[src/rtl/cb_deseg.sv]
// cb_deseg: receive-side inverse of code block segmentation.
// Strips filler bits, checks and strips the CRC24B, and forwards data bits serially.
// Each block is framed by in_start / in_stop, and every bit carries a filler or CRC flag.
module cb_deseg #(
    parameter int unsigned K_SMALL = 40,
    parameter int unsigned K_LARGE = 6144
) (
    input  logic clk,
    input  logic reset,
    input  logic in_data,
    input  logic in_valid,
    input  logic in_start,
    input  logic in_stop,
    input  logic in_filling,
    input  logic in_crc,
    input  logic in_size,
    output logic tb_data,
    output logic tb_valid,
    output logic blk_done,
    output logic blk_crc_ok,
    output logic err_len,
    output logic err_proto
);

    typedef enum logic [2:0] {StIdle, StFill, StData, StCrc, StDone} state_e;

    // CRC24B taps without the implicit x^24 term: x^23 + x^6 + x^5 + x + 1
    localparam logic [23:0] CrcPoly = 24'h800063;
    localparam logic [12:0] KSmall  = 13'(K_SMALL);
    localparam logic [12:0] KLarge  = 13'(K_LARGE);
    localparam logic [12:0] KAbort  = 13'(K_LARGE + 1);

    state_e      state_q;
    logic [12:0] cnt_q, cnt_d;
    logic [23:0] lfsr_q, lfsr_d;
    logic [4:0]  crc_cnt_q, crc_cnt_d;
    logic        size_q, size_d;
    logic        perr_q, perr_d;

    logic        in_block, is_data, order_err, bit_err, bit_val;
    logic [23:0] lfsr_base;
    logic [12:0] cnt_base;
    logic [4:0]  crc_cnt_base;
    logic [12:0] k_sel;

    // One serial step of the MSB-first division LFSR
    function automatic logic [23:0] crc_step(input logic [23:0] c, input logic b);
        logic fb;
        fb = c[23] ^ b;
        return {c[22:0], 1'b0} ^ (fb ? CrcPoly : 24'd0);
    endfunction

    // Classify the incoming bit and compute the block state it would produce if accepted
    always_comb begin
        in_block  = (state_q == StFill) || (state_q == StData) || (state_q == StCrc);
        is_data   = ~in_filling & ~in_crc;
        bit_val   = in_data & ~in_filling;
        order_err = 1'b0;
        if (!in_start) begin
            unique case (state_q)
                StData:  order_err = in_filling;
                StCrc:   order_err = in_filling | ~in_crc;
                default: order_err = 1'b0;
            endcase
        end
        bit_err = (in_filling & in_crc) | order_err;

        // A start bit begins from a clean slate, otherwise extend the running block
        lfsr_base    = in_start ? 24'd0 : lfsr_q;
        cnt_base     = in_start ? 13'd0 : cnt_q;
        crc_cnt_base = in_start ? 5'd0 : crc_cnt_q;
        perr_d       = (in_start ? 1'b0 : perr_q) | bit_err;
        size_d       = in_start ? in_size : size_q;

        lfsr_d = crc_step(lfsr_base, bit_val);
        cnt_d  = cnt_base + 13'd1;
        // Saturates so an overlong CRC run can never wrap back to 24
        if (in_crc && !in_filling && crc_cnt_base != 5'd31) begin
            crc_cnt_d = crc_cnt_base + 5'd1;
        end else begin
            crc_cnt_d = crc_cnt_base;
        end
        k_sel = size_d ? KLarge : KSmall;
    end

    // FSM, block state and registered outputs; nothing changes on stalled cycles
    always_ff @(posedge clk or negedge reset) begin
        if (!reset) begin
            state_q    <= StIdle;
            cnt_q      <= '0;
            lfsr_q     <= '0;
            crc_cnt_q  <= '0;
            size_q     <= 1'b0;
            perr_q     <= 1'b0;
            tb_data    <= 1'b0;
            tb_valid   <= 1'b0;
            blk_done   <= 1'b0;
            blk_crc_ok <= 1'b0;
            err_len    <= 1'b0;
            err_proto  <= 1'b0;
        end else begin
            tb_data    <= 1'b0;
            tb_valid   <= 1'b0;
            blk_done   <= 1'b0;
            blk_crc_ok <= 1'b0;
            err_len    <= 1'b0;
            err_proto  <= 1'b0;
            if (in_valid) begin
                if (!in_start && !in_block) begin
                    // Outside a block only a start bit is meaningful
                    err_proto <= 1'b1;
                    state_q   <= StIdle;
                end else if (in_start && in_stop) begin
                    err_proto <= 1'b1;
                    blk_done  <= 1'b1;
                    state_q   <= StIdle;
                end else begin
                    cnt_q     <= cnt_d;
                    lfsr_q    <= lfsr_d;
                    crc_cnt_q <= crc_cnt_d;
                    size_q    <= size_d;
                    perr_q    <= perr_d;
                    // A start inside a block closes the old block as failed
                    if (in_start && in_block) begin
                        blk_done  <= 1'b1;
                        err_proto <= 1'b1;
                    end
                    if (bit_err) begin
                        err_proto <= 1'b1;
                    end
                    if (is_data && !bit_err) begin
                        tb_valid <= 1'b1;
                        tb_data  <= in_data;
                    end
                    if (in_stop) begin
                        state_q    <= StDone;
                        blk_done   <= 1'b1;
                        blk_crc_ok <= (lfsr_d == 24'd0) && !perr_d && (crc_cnt_d == 5'd24) &&
                                      (cnt_d == k_sel);
                        err_len    <= (cnt_d != k_sel);
                    end else if (cnt_d == KAbort) begin
                        err_len <= 1'b1;
                        state_q <= StIdle;
                    end else if (!bit_err) begin
                        state_q <= in_filling ? StFill : (in_crc ? StCrc : StData);
                    end else if (in_start) begin
                        state_q <= StFill;
                    end
                end
            end
        end
    end

endmodule
[config.mk]
export PLATFORM = sky130hd
export DESIGN_NAME = cb_deseg
export DESIGN_NICKNAME = d
export VERILOG_FILES = /design/src/rtl/cb_deseg.sv
export SDC_FILE = /design/constraint.sdc
export NUM_CORES = 1
export LEC_CHECK = 0
export ABC_AREA = 1
export CORE_MARGIN = 2
export CORE_UTILIZATION = 44
export DETAILED_ROUTE_END_ITERATION = 10
export DONT_BUFFER_PORTS = 1
export GPL_ROUTABILITY_DRIVEN = 0
export HOLD_SLACK_MARGIN = 0.05
export PLACE_DENSITY_LB_ADDON = 0.05
export SLEW_MARGIN = 10
export SYNTH_ARGS = -nofsm -noshare
export SYNTH_HDL_FRONTEND = slang
export SYNTH_SLANG_ARGS = --single-unit
[constraint.sdc]
create_clock -name clk -period 1.8 [get_ports clk]
set_input_delay 0.45 -clock clk [delete_from_list [all_inputs] [get_ports clk]]
set_output_delay 0.45 -clock clk [all_outputs]
set_load 0.02 [all_outputs]
---- Yosys cells after proc, flatten, opt, wreduce, memory -nomap -nowiden ----
Index checks and enable logic that the tools add are counted.
word-level totals
  output and inout bits ................... 6
  memories kept ........................... 0
  flip-flop bits (word level) ............. 53
  bits of input ports ..................... 9
  word-level logic and storage cells ...... 98
  bits in writable memories ............... 0
  bits in read-only memories .............. 0
  latch bits .............................. 0
operators by class
  bitwise operators ....................... 12
  add/subtract/negate cells ............... 2
  mux-type cells .......................... 44
  multiply operators ...................... 0
  reduce and logical (&&, ||, !) cells .... 19
  equal/unequal tests ..................... 9
  div/mod/pow operators ................... 0
  shifts and indexed selects .............. 0
  $lt $le $gt $ge ......................... 0
operator list
  kind                   number
  $mux 24                2
  $mux 1                 30
  $mux 13                2
  $logic_not 24->1       1
  $xor 24x24->24         1
  $mux 3                 6
  $add 13x1->13 const B  1
  $eq 13x13->1           1
  $eq 13x13->1 const B   1
  $ne 13x13->1           1
  $mux 5                 2
  $logic_and 1x1->1      9
  $eq 3x2->1 const B     2
  $ne 6x3->1 const B     1
  $add 5x1->5 const B    1
  $eq 5x5->1 const B     1
  $logic_not 1->1        5
  $ne 5x5->1 const B     1
  $not 1->1              4
  $and 1x1->1            3
  $eq 3x1->1 const B     1
  $or 1x1->1             3
  $reduce_and 3->1       1
  $logic_or 1x1->1       2
  other kinds (4)        4

---- Longest topological paths before layout ----
  word-level depth ........................ 14
  mapped depth ............................ 18
  mapped depth without buffers ............ 18

---- Worst setup path after synthesis ----
OpenSTA, ideal clock, no wires.
  path kind ............................... input -> register
  from .................................... input port in_start
  to ...................................... register state_q[0]
  data required time ...................... 1.683 ns
  slack ................................... -0.364 ns
  arrival time ............................ 2.047 ns
  stages on the path ...................... 16
  path buffers ............................ 1
  cells stage by stage .................... buf_2 > nor2_4 > ha_1 > nand2_1 > nor2_4 > nand2_1 > nand2_1 > nand3_1 > nor2_2 > nand2_1 > nor2_2 > nand2_1 > nand2_2 > nand2_2 > nand2_1 > nand2_1
between the ends
  word-level cells in the longest chain between the ends .. 7
RTL lines
  element                                      line      text
  start, declared                              12        input logic in_start,
  $mux 13 or $mux 1 (tied branches)            70, 59
  $add 13x1->13 or $or 1x1->1 (tied branches)  76, 66
  $eq 13x13->1 or $mux 3 (tied branches)       141, 144
  $mux 3                                       141       end else if (cnt_d == KAbort) begin
  $mux 3                                       135       if (in_stop) begin
  $mux 3                                       113       end else if (in_start && in_stop) begin
  $mux 3                                       109       if (!in_start && !in_block) begin
  end signal, assigned                         112       state_q <= StIdle;
  end signal, assigned                         136       state_q <= StDone;
  end signal, assigned                         143       state_q <= StIdle;
  end, declared                                33        state_e state_q;
Parallel ways exist; a longest one is shown, timed or not.
A chain may end at the register's enable or synchronous reset.

---- Worst setup path after layout ----
  from .................................... register crc_cnt_q[0]
  to ...................................... register blk_crc_ok
between the ends
  word-level cells in the longest chain between the ends .. 11
RTL lines
  element                                                              line  text
  start, declared                                                      36    logic [4:0] crc_cnt_q, crc_cnt_d;
  start signal, assigned                                               120   crc_cnt_q <= crc_cnt_d;
  $mux 5 *                                                             71    crc_cnt_base = in_start ? 5'd0 : crc_cnt_q;
  parallel branches: the longest is 2 deep, another holds $add 5x1->5  --
  $mux 5 *                                                             78    if (in_crc && !in_filling && crc_cnt_base != 5'd31) begin
  $eq 5x5->1 *                                                         138   blk_crc_ok <= (lfsr_d == 24'd0) && !perr_d && (crc_cnt_d == 5'd24) &&
  $logic_and 1x1->1 * (2 in a row)                                     138
  $mux 1 *                                                             135
  $mux 1 *                                                             113
  $mux 1 *                                                             109
  $mux 1 *                                                             108   if (in_valid) begin
  end signal, assigned                                                 138
  end, declared                                                        20    output logic blk_crc_ok,
Mark *: on every way between the ends.

==> impl_metrics.csv <==
group,metric,value,unit
final_layout,syn_to_final_growth,23.1,%
sta,finalCriticalPeriod,2.11,ns
clock_tree,clkTransAtPathRegs,0.11,ns
worst_setup_path,path_class,"flop to flop",
clock_tree,clock_latency,0.32,ns
sta,drv_slew,0,
clock_tree,cts.sinks,53,
synthesis,synth-compound-area-share,11.0,%
synthesis,synth_cell_types,36,
worst_setup_path,worstPathMaxFanout,5,
global_routing,grt_pass1_vias,2513,
synthesis,synth_xor_area_share,1.69,%
floorplan,die_y,88.0,um
worst_setup_path,cp-start-kind,"flop",
outcome,outcome,"finished with violations",
detailed_routing,vias,2756,
clock_tree,cts_root_buf,"clkbuf_8",
outcome,violations,"setup timing",
worst_setup_path,endpoint_kind,"flop",
synthesis,yosys.area_share.simple,32.6,%
detailed_routing,drcViolationCount,0,
clock_tree,htreeDepth,2,
detailed_routing,routed_wl,7.25,mm
sta,finalClockSkew,0.00903,ns
final_layout,num_antenna_cells,0,
place,portBuffers,0,
worst_setup_path,r2r_slack,-0.31,ns
worst_setup_path,r2r_start,"crc_cnt_q[0]",
detailed_routing,route.antenna.remaining_nets,0,
worst_setup_path,cp.required,2.03,ns
sta,fmax,0.475,GHz
sta,final.setup.worst_slack,-0.306,ns
place,dp_hpwl,5.15,mm
synthesis,synth_top_cell_by_area,"dfrtp_1",
synthesis,synth.ff_latch_count,53,
clock_tree,numCtsBuffers,5,
synthesis,syn-cell-area,3100,um^2
detailed_routing,vias_per_cell,4.94,
final_layout,drive_gt1_share,24.9,%
worst_hold_path,hold_class,"input port to flop",
global_routing,grt_max_degree,54,
synthesis,synth_fa_ha_area_share,2.02,%
clock_tree,cts_tree,"done",
floorplan,die_width,88.0,um
synthesis,syn_area_per_cell,7.39,um^2
detailed_routing,drt-pass1-iter-count,4,
synthesis,postSynthCellCount,420,
synthesis,synth_top_area_share,42.8,%
final_layout,multi_input_area,1610,um^2
place,dp.cells,537,
detailed_routing,drtIter0Drc,135,
global_routing,grt_remaining_overflow,0,
worst_setup_path,cp.arrival,2.34,ns
final_layout,seqCellArea,1330,um^2
final_layout,fill_cells,620,
worst_setup_path,r2r_cells,16,
synthesis,synth_top_family_by_area,"simple AND/OR/NAND/NOR gates",
power_and_ir_drop,power.total,3.09,mW
floorplan,ios,15,
sta,relSlewSlack,81.0,%
floorplan,start_util,45.7,%
floorplan,coreArea,6790,um^2
worst_setup_path,critical_path.startpoint,"crc_cnt_q[0]",
global_routing,groute.usage.overall,20.4,%
synthesis,ys_seq_area_share,42.8,%
worst_setup_path,timing.rr.end,"blk_crc_ok",
sta,hold_viol_final,0,
synthesis,muxShareOfSynthArea,0,%
detailed_routing,wl_per_cell,13.0,um
floorplan,dieArea,7740,um^2
floorplan,num_rows,30,
synthesis,ys_warn_count,0,
sta,worst_pin_slew,0.283,ns
synthesis,synth_fp_nets,434,
power_and_ir_drop,power.leakage,1.78,nW
sta,rsz0062_at_grt,"yes",
power_and_ir_drop,pwr_density_cell,810,nW/um^2
clock_tree,clockBufferDepth,2,
run,max_cap_violations,0,
synthesis,synth.top_cells.by_area,"dfrtp_1, nand2_1, inv_1",
final_layout,nNetsFinal,475,
worst_setup_path,endpoint,"blk_crc_ok",
sta,setup-violations-final,8,
global_routing,antenna_found_initial,0,
power_and_ir_drop,irDropWorstVdd,0.411,mV
sta,period_share,117,%
final_layout,fin_cells,558,
global_routing,grt_pass1_wl,12.3,mm
## state kept, by name (all words and copies together) (netlist names)
signal and cells:
perr_q 1, tb_valid 1, state_q 3, crc_cnt_q 5
cnt_q 13, blk_done 1, size_q 1, blk_crc_ok 1
tb_data 1, err_len 1, lfsr_q 24, err_proto 1
## Yosys cell counts
cell,count
a21o_1,1
a21oi_1,5
a31oi_1,2
a41o_1,1
a41oi_1,3
buf_1,1
buf_2,4
buf_4,1
buf_6,2
clkbuf_1,8
dfrtp_1,53
ha_1,5
inv_1,57
inv_2,1
inv_4,1
nand2_1,112
nand2_2,4
nand3_1,42
nand3_2,5
nand3b_1,2
nand4_1,10
nor2_1,29
nor2_2,6
nor2_4,4
nor3_1,3
nor3_2,1
o211ai_1,2
o21a_1,1
o21ai_0,40
o21ai_1,4
o21ai_2,1
o31ai_1,1
or2_1,1
or2_2,1
xnor2_1,1
xor2_1,5
## layout make-up
type	instances	area share [%]
clock buffers	5	1.80
inverters	59	5.87
multi-input cells	292	42.2
flip-flops and latches	53	34.7
well taps	96	3.15
clock inverters	3	0.754
repair buffers	50	11.5
## power by group
part / switching (mW) / internal [mW] / total [mW]
clock: 0.465 / 0.295 / 0.760
combinational: 0.487 / 0.390 / 0.877
sequential: 0.109 / 1.35 / 1.46
## critical path, cell delays in order, from the launching register on
cell     delay (ns)
dfrtp_1        0.36
inv_1          0.05
nor2_2         0.13
ha_2           0.21
nand2_2        0.06
nor2_2         0.08
ha_2           0.17
nor2_2         0.04
nand2_2        0.13
inv_2          0.07
nand2_2        0.07
nand2_2        0.06
nor2_2         0.09
nand4_1        0.08
nor2_1         0.15
nand2_1        0.10
nor3_2         0.18
## layer usage
layer	GRT usage, %	part of all wire [%]
met5	0	0
met3	3.30	3.6
met2	30.2	44
met4	5.87	1.6
met1	30.7	51
## logic make-up (layout without fill, tap and decap cells)
group,Yosys count,after routing
compound gates,61,61
xor+xnor,6,6
fa+ha+maj,5,5
buf+inv,75,117
flops,53,53
simple gates,220,220
## worst min-delay path by stage
stage,startpoint,cells past startpoint,endpoint
after CTS,in_start,1,lfsr_q[4]
final,in_valid,2,err_proto
after global placement,reset,0,cnt_q[12]
after floorplan,reset,0,blk_crc_ok
after global routing,in_start,1,lfsr_q[4]
after detailed placement,reset,0,cnt_q[12]
## placed cells by master, fill, tap and decap left out, types with 3 or more instances in the layout
cell type  Yosys  final
nand4_1       10     10
a21oi_1        5      4
nand2_1      112    100
clkbuf_8       0      5
nand3_2        5      6
nand2_2        4     15
a41oi_1        3      3
o21ai_0       40     32
buf_4          1     44
dfrtp_1       53     53
nor2_2         6     10
inv_2          1      5
o21ai_1        4     11
xor2_1         5      4
nor2_4         4      7
inv_1         57     53
buf_12         0      3
nand3_1       42     39
nor2_1        29     22
## through the flow
stage | worst slack (ns) | TNS [ns] | hold WS, ns | util, % | cell area (um^2)
2_1_floorplan | -0.227 | -0.971 | 0.154 | - | 3150
3_3_place_gp | -0.425 | -1.70 | 0.156 | 51.2 | 3480
3_5_place_dp | -0.432 | -1.59 | 0.156 | 51.2 | 3480
4_1_cts | -0.299 | -0.737 | 0.204 | 54.6 | 3710
5_1_grt | -0.489 | -2.07 | 0.194 | 56.2 | 3820
6_report | -0.306 | -0.847 | 0.225 | 56.2 | 3820
## repair_timing
action                                 in CTS  in global routing
setup endpoints to repair                   8                 39
gates resized for setup                    17                 27
buffers inserted                            7                  4
pin swaps                                   9                 16
endpoints found under the hold margin      53                  0
hold buffers                                2                  0
(Power assumes the default switching activity.)
